===== src/rtl/uart_cmd_frame_tx_pkg.sv =====
// Shared framing definitions for the UART command link (both TX and RX directions).
// Holds frame delimiters, the parameter-count limit and the FSM state encodings.
package uart_cmd_frame_tx_pkg;

  localparam logic [7:0] FRAME_HEADER_BYTE = 8'hA5;
  localparam logic [7:0] FRAME_TAIL_BYTE   = 8'h5A;

  // The command receiver matches on the same delimiters as this transmitter emits.
  localparam logic [7:0] RX_HEADER_BYTE = FRAME_HEADER_BYTE;
  localparam logic [7:0] RX_TAIL_BYTE   = FRAME_TAIL_BYTE;

  localparam int MAX_PARAMS = 4;

  typedef enum logic [2:0] {
    FR_IDLE,
    FR_HDR,
    FR_CMD,
    FR_LEN,
    FR_PARAM,
    FR_CSUM,
    FR_TAIL,
    FR_DONE
  } frame_state_e;

  typedef enum logic [1:0] {
    BT_IDLE,
    BT_START,
    BT_DATA,
    BT_STOP
  } byte_state_e;

  function automatic logic [2:0] clamp_len(input logic [7:0] len);
    return (len > 8'(MAX_PARAMS)) ? 3'(MAX_PARAMS) : len[2:0];
  endfunction

endpackage


===== src/rtl/uart_cmd_frame_tx_byte.sv =====
// 8N1 byte serialiser, LSB first, with back-to-back byte chaining.
// byte_data is captured at the end of the start bit, so it must be stable by then.
module uart_byte_tx
  import uart_cmd_frame_tx_pkg::*;
#(
  parameter int CLKS_PER_BIT = 434
) (
  input  logic       clk,
  input  logic       rst,
  input  logic       byte_valid,
  input  logic [7:0] byte_data,
  output logic       byte_ready,
  output logic       byte_done,
  output logic       uart_tx
);

  localparam int CNT_W = (CLKS_PER_BIT > 1) ? $clog2(CLKS_PER_BIT) : 1;
  localparam logic [CNT_W-1:0] CNT_LAST = CNT_W'(CLKS_PER_BIT - 1);

  byte_state_e      state;
  logic [CNT_W-1:0] baud_cnt;
  logic [3:0]       bit_idx;
  logic [7:0]       shift_q;
  logic             bit_end;

  assign bit_end    = (baud_cnt == CNT_LAST);
  assign byte_done  = (state == BT_STOP) && bit_end;
  assign byte_ready = (state == BT_IDLE) || byte_done;

  // A new byte may start straight out of the stop bit, leaving no idle gap.
  always_ff @(posedge clk or posedge rst) begin
    if (rst) begin
      state    <= BT_IDLE;
      baud_cnt <= '0;
      bit_idx  <= '0;
      shift_q  <= '0;
      uart_tx  <= 1'b1;
    end else begin
      case (state)
        BT_IDLE: begin
          baud_cnt <= '0;
          if (byte_valid) begin
            state   <= BT_START;
            uart_tx <= 1'b0;
            bit_idx <= 4'd0;
          end
        end
        BT_START: begin
          if (bit_end) begin
            baud_cnt <= '0;
            shift_q  <= {1'b0, byte_data[7:1]};
            uart_tx  <= byte_data[0];
            bit_idx  <= 4'd1;
            state    <= BT_DATA;
          end else begin
            baud_cnt <= baud_cnt + 1'b1;
          end
        end
        BT_DATA: begin
          if (bit_end) begin
            baud_cnt <= '0;
            bit_idx  <= bit_idx + 4'd1;
            if (bit_idx == 4'd8) begin
              state   <= BT_STOP;
              uart_tx <= 1'b1;
            end else begin
              uart_tx <= shift_q[0];
              shift_q <= {1'b0, shift_q[7:1]};
            end
          end else begin
            baud_cnt <= baud_cnt + 1'b1;
          end
        end
        BT_STOP: begin
          if (bit_end) begin
            baud_cnt <= '0;
            if (byte_valid) begin
              state   <= BT_START;
              uart_tx <= 1'b0;
              bit_idx <= 4'd0;
            end else begin
              state <= BT_IDLE;
            end
          end else begin
            baud_cnt <= baud_cnt + 1'b1;
          end
        end
        default: begin
          state   <= BT_IDLE;
          uart_tx <= 1'b1;
        end
      endcase
    end
  end

endmodule


===== src/rtl/uart_cmd_frame_tx.sv =====
// Command/status frame transmitter: HEADER, code, len, params (MSB first), checksum, TAIL.
// Frame sequencing and checksum live here; bit timing is delegated to uart_byte_tx.
module uart_cmd_frame_tx
  import uart_cmd_frame_tx_pkg::*;
#(
  parameter int         CLK_FREQ      = 50000000,
  parameter int         UART_BPS_RATE = 115200,
  parameter int         CLKS_PER_BIT  = CLK_FREQ / UART_BPS_RATE,
  parameter logic [7:0] HEADER_BYTE   = FRAME_HEADER_BYTE,
  parameter logic [7:0] TAIL_BYTE     = FRAME_TAIL_BYTE
) (
  input  logic        clk,
  input  logic        rst,
  input  logic        tx_valid,
  output logic        tx_ready,
  input  logic [7:0]  cmdcode,
  input  logic [7:0]  cmd_len,
  input  logic [31:0] para_list,
  output logic        uart_tx,
  output logic        busy,
  output logic        done
);

  frame_state_e state;
  logic [7:0]   cmd_q;
  logic [2:0]   len_q;
  logic [31:0]  para_q;
  logic [7:0]   csum_q;
  logic [1:0]   param_idx;
  logic         tx_ready_q;
  logic         done_q;

  logic         accept;
  logic         in_byte_state;
  logic         byte_valid;
  logic         byte_ready;
  logic         byte_done;
  logic [7:0]   byte_data;
  logic [7:0]   param_byte;

  assign accept        = tx_valid && tx_ready_q;
  assign param_byte    = para_q[{param_idx, 3'b000} +: 8];
  assign in_byte_state = (state inside {[FR_HDR:FR_TAIL]});
  // The tail is the last byte: do not let the serialiser chain another one after it.
  assign byte_valid    = byte_ready && in_byte_state && !((state == FR_TAIL) && byte_done);

  assign tx_ready = tx_ready_q;
  assign busy     = ~tx_ready_q;
  assign done     = done_q;

  always_comb begin
    byte_data = 8'hFF;
    case (state)
      FR_HDR:   byte_data = HEADER_BYTE;
      FR_CMD:   byte_data = cmd_q;
      FR_LEN:   byte_data = {5'b00000, len_q};
      FR_PARAM: byte_data = param_byte;
      FR_CSUM:  byte_data = csum_q;
      FR_TAIL:  byte_data = TAIL_BYTE;
      default:  byte_data = 8'hFF;
    endcase
  end

  // Checksum is seeded with code+len at acceptance and accumulates each parameter as it goes out.
  always_ff @(posedge clk or posedge rst) begin
    if (rst) begin
      state      <= FR_IDLE;
      cmd_q      <= '0;
      len_q      <= '0;
      para_q     <= '0;
      csum_q     <= '0;
      param_idx  <= '0;
      tx_ready_q <= 1'b1;
      done_q     <= 1'b0;
    end else begin
      done_q <= 1'b0;
      case (state)
        FR_IDLE, FR_DONE: begin
          if (accept) begin
            cmd_q      <= cmdcode;
            len_q      <= clamp_len(cmd_len);
            para_q     <= para_list;
            csum_q     <= cmdcode + {5'b00000, clamp_len(cmd_len)};
            tx_ready_q <= 1'b0;
            state      <= FR_HDR;
          end else begin
            state <= FR_IDLE;
          end
        end
        FR_HDR: if (byte_done) state <= FR_CMD;
        FR_CMD: if (byte_done) state <= FR_LEN;
        FR_LEN: begin
          if (byte_done) begin
            if (len_q == 3'd0) begin
              state <= FR_CSUM;
            end else begin
              param_idx <= 2'(len_q - 3'd1);
              state     <= FR_PARAM;
            end
          end
        end
        FR_PARAM: begin
          if (byte_done) begin
            csum_q <= csum_q + param_byte;
            if (param_idx == 2'd0) state <= FR_CSUM;
            else param_idx <= param_idx - 2'd1;
          end
        end
        FR_CSUM: if (byte_done) state <= FR_TAIL;
        FR_TAIL: begin
          if (byte_done) begin
            state      <= FR_DONE;
            done_q     <= 1'b1;
            tx_ready_q <= 1'b1;
          end
        end
        default: begin
          state      <= FR_IDLE;
          tx_ready_q <= 1'b1;
        end
      endcase
    end
  end

  uart_byte_tx #(
    .CLKS_PER_BIT(CLKS_PER_BIT)
  ) u_byte_tx (
    .clk       (clk),
    .rst       (rst),
    .byte_valid(byte_valid),
    .byte_data (byte_data),
    .byte_ready(byte_ready),
    .byte_done (byte_done),
    .uart_tx   (uart_tx)
  );

endmodule


===== config.mk =====
export PLATFORM = sky130hd
export DESIGN_NAME = uart_cmd_frame_tx
export DESIGN_NICKNAME = d
export VERILOG_FILES = /design/src/rtl/uart_cmd_frame_tx_pkg.sv /design/src/rtl/uart_cmd_frame_tx_byte.sv /design/src/rtl/uart_cmd_frame_tx.sv
export SDC_FILE = /design/constraint.sdc
export NUM_CORES = 1
export LEC_CHECK = 0
export BUFFER_PORTS_ARGS = -buffer_cell sky130_fd_sc_hd__buf_2
export CAP_MARGIN = 0
export CORE_ASPECT_RATIO = 0.75
export CORE_UTILIZATION = 44
export DETAILED_ROUTE_END_ITERATION = 10
export MAX_ROUTING_LAYER = met4
export PLACE_DENSITY = 0.73
export RECOVER_POWER = 50
export SYNTH_ARGS = -nofsm -noshare
export SYNTH_HDL_FRONTEND = slang
export SYNTH_SLANG_ARGS = --single-unit

===== constraint.sdc =====
create_clock -name clk -period 3.3 [get_ports clk]
set_input_delay 0.165 -clock clk [delete_from_list [all_inputs] [get_ports clk]]
set_output_delay 0.165 -clock clk [all_outputs]
set_load 0.005 [all_outputs]

Word-level counts from Yosys, hierarchy flattened
Cells that the tools add are included.
{ "totals": {"regBits": 82, "inputBits": 51, "out_inout_bits": 4, "elab_cells": 127} }
{ "classes": {"n_addsub": 6, "order_cmp": 3, "eq_ne": 28, "shift": 1, "mux": 49, "bitwise": 1, "n_reduce_logical": 26} }
{ "ops": {"columns": ["operator", "count"], "rows": [
  ["$pmux 8 s6", 1],
  ["$mux 8", 5],
  ["$pmux 8 s2", 2],
  ["$shiftx 32x6->8", 1],
  ["$mux 3", 8],
  ["$ne 2x2->1 const B", 12],
  ["$pmux 3 s7", 1],
  ["$mux 2", 9],
  ["$pmux 9 s2", 1],
  ["$mux 4", 4],
  ["$pmux 4 s4", 1],
  ["$eq 3x3->1 const B", 4],
  ["$mux 1", 12],
  ["$reduce_and 5->1", 2],
  ["$add 9x1->9 const B", 1],
  ["$eq 9x9->1 const B", 1],
  ["$mux 9", 1],
  ["$reduce_and 3->1", 3],
  ["$add 8x3->8", 1],
  ["$add 8x8->8", 1],
  ["$gt 8x3->1 const B", 1],
  ["$ne 2x1->1 const B", 4],
  ["$pmux 2 s4", 1],
  ["$reduce_bool 2->1", 4],
  ["other kinds (23)", 33]
]} }

Logic depth before layout (Yosys ltp)
{ "logic_depth": {"word_depth": 8, "mapped_depth": 11, "ltp_nobuf": 11} }

Hierarchy
A second synthesis with hierarchy kept.
{ "unflattened": {"hier_cells": 525, "area_unflattened_um2": 4705.8} }
{ "by_module_without_submodules": {"columns": ["module", "n_inst", "cells_each", "area_each_um2", "seq_area_each_um2"], "rows": [
  ["uart_cmd_frame_tx", 1, 398, 3397.0, 1452.6],
  ["uart_byte_tx", 1, 127, 1308.8, 576.8]
]} }

Worst setup path after synthesis
No wires, ideal clock.
{ "synth_path": {"path_type": "reg-to-reg", "startpoint": "register param_idx[0]", "endpoint": "register csum_q[7]", "setup_time_ps": 120, "arrival_ps": 2566, "required_time_ps": 3180, "setup_slack_ps": 614, "path_stages_with_launch": 9, "n_path_buf": 1, "period_less_slack_ps": 2686, "path_cell_list": "dfrtp_1 -> buf_2 -> mux4_2 -> ha_1 -> o21a_1 -> a211oi_1 -> or4_1 -> and4b_1 -> o211a_1"} }
{ "synth_between": {"elab_chain_len": 4} }
{ "synth_lines": {"columns": ["element", "line", "source"], "rows": [
  ["from (decl)", "uart_cmd_frame_tx.sv:29", "logic [1:0] param_idx;"],
  ["from (signal assigned)", "uart_cmd_frame_tx.sv:97", "param_idx <= 2'(len_q - 3'd1);"],
  ["from (signal assigned)", "uart_cmd_frame_tx.sv:106", "else param_idx <= param_idx - 2'd1;"],
  ["$shiftx 32x6->8", "uart_cmd_frame_tx.sv:42", "assign param_byte = para_q[{param_idx, 3'b000} +: 8];"],
  ["$add 8x8->8", "uart_cmd_frame_tx.sv:104", "csum_q <= csum_q + param_byte;"],
  ["$mux 8", "uart_cmd_frame_tx.sv:103", "if (byte_done) begin"],
  ["$pmux 8 s2", "uart_cmd_frame_tx.sv:77", "case (state)"],
  ["to (signal assigned)", "uart_cmd_frame_tx.sv:83", "csum_q <= cmdcode + {5'b00000, clamp_len(cmd_len)};"],
  ["to (signal assigned)", "uart_cmd_frame_tx.sv:104", null],
  ["to (decl)", "uart_cmd_frame_tx.sv:28", "logic [7:0] csum_q;"]
]} }
No other way between the ends. The select of a mux whose other input is x is not followed.
A chain may end at the register's enable or synchronous reset.

Final worst setup path
Same ends and word-level chain as after synthesis.

==> reports/metrics.cfg <==
[outcome]
run_status = finished with violations
violations = capacitance limit, slew limit

[detailed_routing]
drc = 0
drt_first_pass_iters = 5
drt_iter0_drc = 265
post_drt_via_cell_ratio = 5.764
ant_nets = 0
wl_um = 10690
wl_per_cell_um = 16.94
vias = 3637

[worst_hold_path]
hp-class = in -> reg

[timing]
fmax_ghz = 0.3327
min_period_ps = 3005
fin_tns_setup_ps = 0
relSlewSlack = -0.4809
tightest_slew_ps = 2209
min_period_over_period = 0.9107
rsz0062_at_grt = false
finalSetupViolations = 0
finalWorstSetupSlack_ps = 294.7
hold_slack_ps = 47.33
hold_viol = 0
slew_violations = 53
fin_skew_ps = 9.006

[global_route]
grt_max_degree = 53
use_met2 = 0.3090
antenna_found_initial = 0
grt.met1_usage = 0.3122
grt_pass1_vias = 3626
grt.busiest_layer = met1
grtUsageMet3 = 0.04523
grt_util_all_layers = 0.2205
overflow = 0
grt_first_pass_wirelength_um = 18390

[worst_setup_path]
critPathArrivalTime_ps = 3240
critical_path_class = reg -> reg
end_kind = flop
crit_path_start_kind = flop
path_max_fanout = 12
cp.required_ps = 3530

[clock_network]
ctsLongestPathBuffers = 2
cts-root-buf = clkbuf_16
cts_setup_buffers = 0
cts_tree = yes
cts_htree_levels = 3
cts.repair.resized = 0
clk_latency_ps = 340
cts_buffers = 9
numClockSinks = 81
cts_hold_buffers = 0
clk_pin_slew_ps = 70

[die]
die_x_um = 121.0
ios = 55
fp-row-count = 32
dieArea_um2 = 11040
start_util = 0.4539
dieHeight_um = 91.23
coreArea_um2 = 10290

[synth]
synth_top_cell_by_area = dfrtp_1
synth_nets = 512
yosys_warnings = 0
synth_edf_count = 0
yosysMostFrequentCell = dfrtp_1
synth_top_area_frac = 0.4233
async_flop_share = 1.000
syn_inst = 436
netlist_area_um2 = 4671
ys_seq_area_frac = 0.4345
synth_area_leaders = dfrtp_1 42%, mux2_2 10%, ha_1 6.2%, mux4_2 3.4%, nor2_1 2.7%
synth.distinct_cells = 58
synth-main-ff-cell = dfrtp_1
yosys-top-cells-count = 79 x dfrtp_1, 43 x mux2_2, 34 x nor2_1
avgSynthCellArea_um2 = 10.71
synth-seq-cells = 81

[finish]
fillers = 900
diodes = 0
multiInputGateArea_um2 = 2489
area_growth_pct = 16.10
design_area_um2 = 5423
drive_gt1_frac = 0.2768
regArea_um2 = 2029
post-route-util = 0.5270
layout.cells.non_filler = 631
layout.nets = 566

[place]
dp_cells = 615
port_buffers = 54
globalplace.congestion = 0.9683
dpl.hpwl_um = 7766
place_ws_ps = 339.6
placed_cell_area_um2 = 5099

[power_and_ir_drop]
pwr-share-clk = 0.508
cellLeakagePower_nw = 2.569
total_power_mw = 2.171
vdd_drop_max_mv = 0.2886
power.internal_mw = 1.696
seq_power_share = 0.457
power-per-cell-area_nw_per_um2 = 400.4
switching_share = 0.2188
netSwitchingPower_uw = 475.1
comb_power_share = 0.034

[job]
drv_cap = 1

==> layout make-up <==
type	instances	share of cell area
Clock buffer	9	0.04153
Clock inverter	7	0.01869
Inverter	23	0.01615
Multi-Input combinational cell	314	0.4589
Sequential cell	81	0.3743
Tap cell	136	0.03138
Timing Repair Buffer	61	0.05907
==> power by group through the flow <==
stage / clock (mW) / combinational, mW / sequential [mW]
after detailed placement: 0 / 0.0756 / 1.01
after CTS: 1.12 / 0.0763 / 0.993
after global routing: 1.17 / 0.0850 / 0.992
final: 1.10 / 0.0743 / 0.993
after floorplan: 0 / 0.0303 / 1.01
after global placement: 0 / 0.0743 / 1.01
==> state kept, by name, summed over array words and instances, names as in the netlist, 2 cells and up <==
name                flops
len_q                   3
param_idx               2
u_byte_tx.shift_q       7
u_byte_tx.baud_cnt      9
u_byte_tx.bit_idx       4
csum_q                  8
para_q                 32
u_byte_tx.state         2
cmd_q                   8
state                   3
==> cell families (layout without fill, tap and decap cells) <==
| logic type | after synthesis | in the layout | synth area share |
|---|---|---|---|
| AO/OA/AOI/OAI | 105 | 105 | 0.1546 |
| XOR/XNOR | 14 | 14 | 0.02625 |
| adder cells (fa/ha/maj) | 25 | 25 | 0.07019 |
| buffers and inverters | 41 | 100 | 0.03429 |
| flip-flops | 81 | 81 | 0.4345 |
| multiplexers | 57 | 57 | 0.1559 |
| AND/OR/NAND/NOR | 113 | 113 | 0.1243 |
==> placed cells by master (no fill, tap or decap), drive strengths merged, types with 5 or more instances in the layout <==
| master | instances |
|---|---|
| dfrtp | 79 |
| buf | 60 |
| mux2 | 43 |
| nor2 | 34 |
| a21oi | 25 |
| inv | 25 |
| nand2 | 24 |
| ha | 23 |
| o21ai | 20 |
| clkbuf | 10 |
| xor2 | 9 |
| nor3 | 8 |
| mux4 | 8 |
| and3 | 7 |
| o2bb2ai | 7 |
| a211oi | 7 |
| mux2i | 6 |
| and2 | 6 |
| nand4 | 6 |
| o21a | 6 |
| xnor2 | 5 |
| nand3 | 5 |
==> worst paths after layout <==
| kind | slack, ps | end | start | cells after the start |
|---|---|---|---|---|
| min | 50 | para_q[7] | para_list[7] | 2 |
| max | 290 | csum_q[7] | param_idx[0] | 7 |
| min in group asynchronous | 400 | para_q[14] | rst | 2 |
| min reg2reg | 500 | u_byte_tx.shift_q[0] | u_byte_tx.shift_q[0] | 1 |
| max reg2reg | 290 | csum_q[7] | param_idx[0] | 7 |
| max in group asynchronous | 1340 | state[0] | rst | 3 |
==> critical path, cell delays in order (launching register included) <==
cell and delay, ps:
dfrtp_1 710, mux4_2 620, ha_1 320, a211o_1 340, a211oi_1 330, o2111ai_1 160, and4b_1 210, o211a_1 200
==> per-layer routing <==
| metal | part of all wire | vias to the layer above |
|---|---|---|
| li1 | - | 1713 |
| met3 | 0.057 | 20 |
| met4 | 0.022 | 0 |
| met1 | 0.48 | 1783 |
| met2 | 0.44 | 121 |
| met5 | 0 | - |
(Power assumes the default switching activity.)
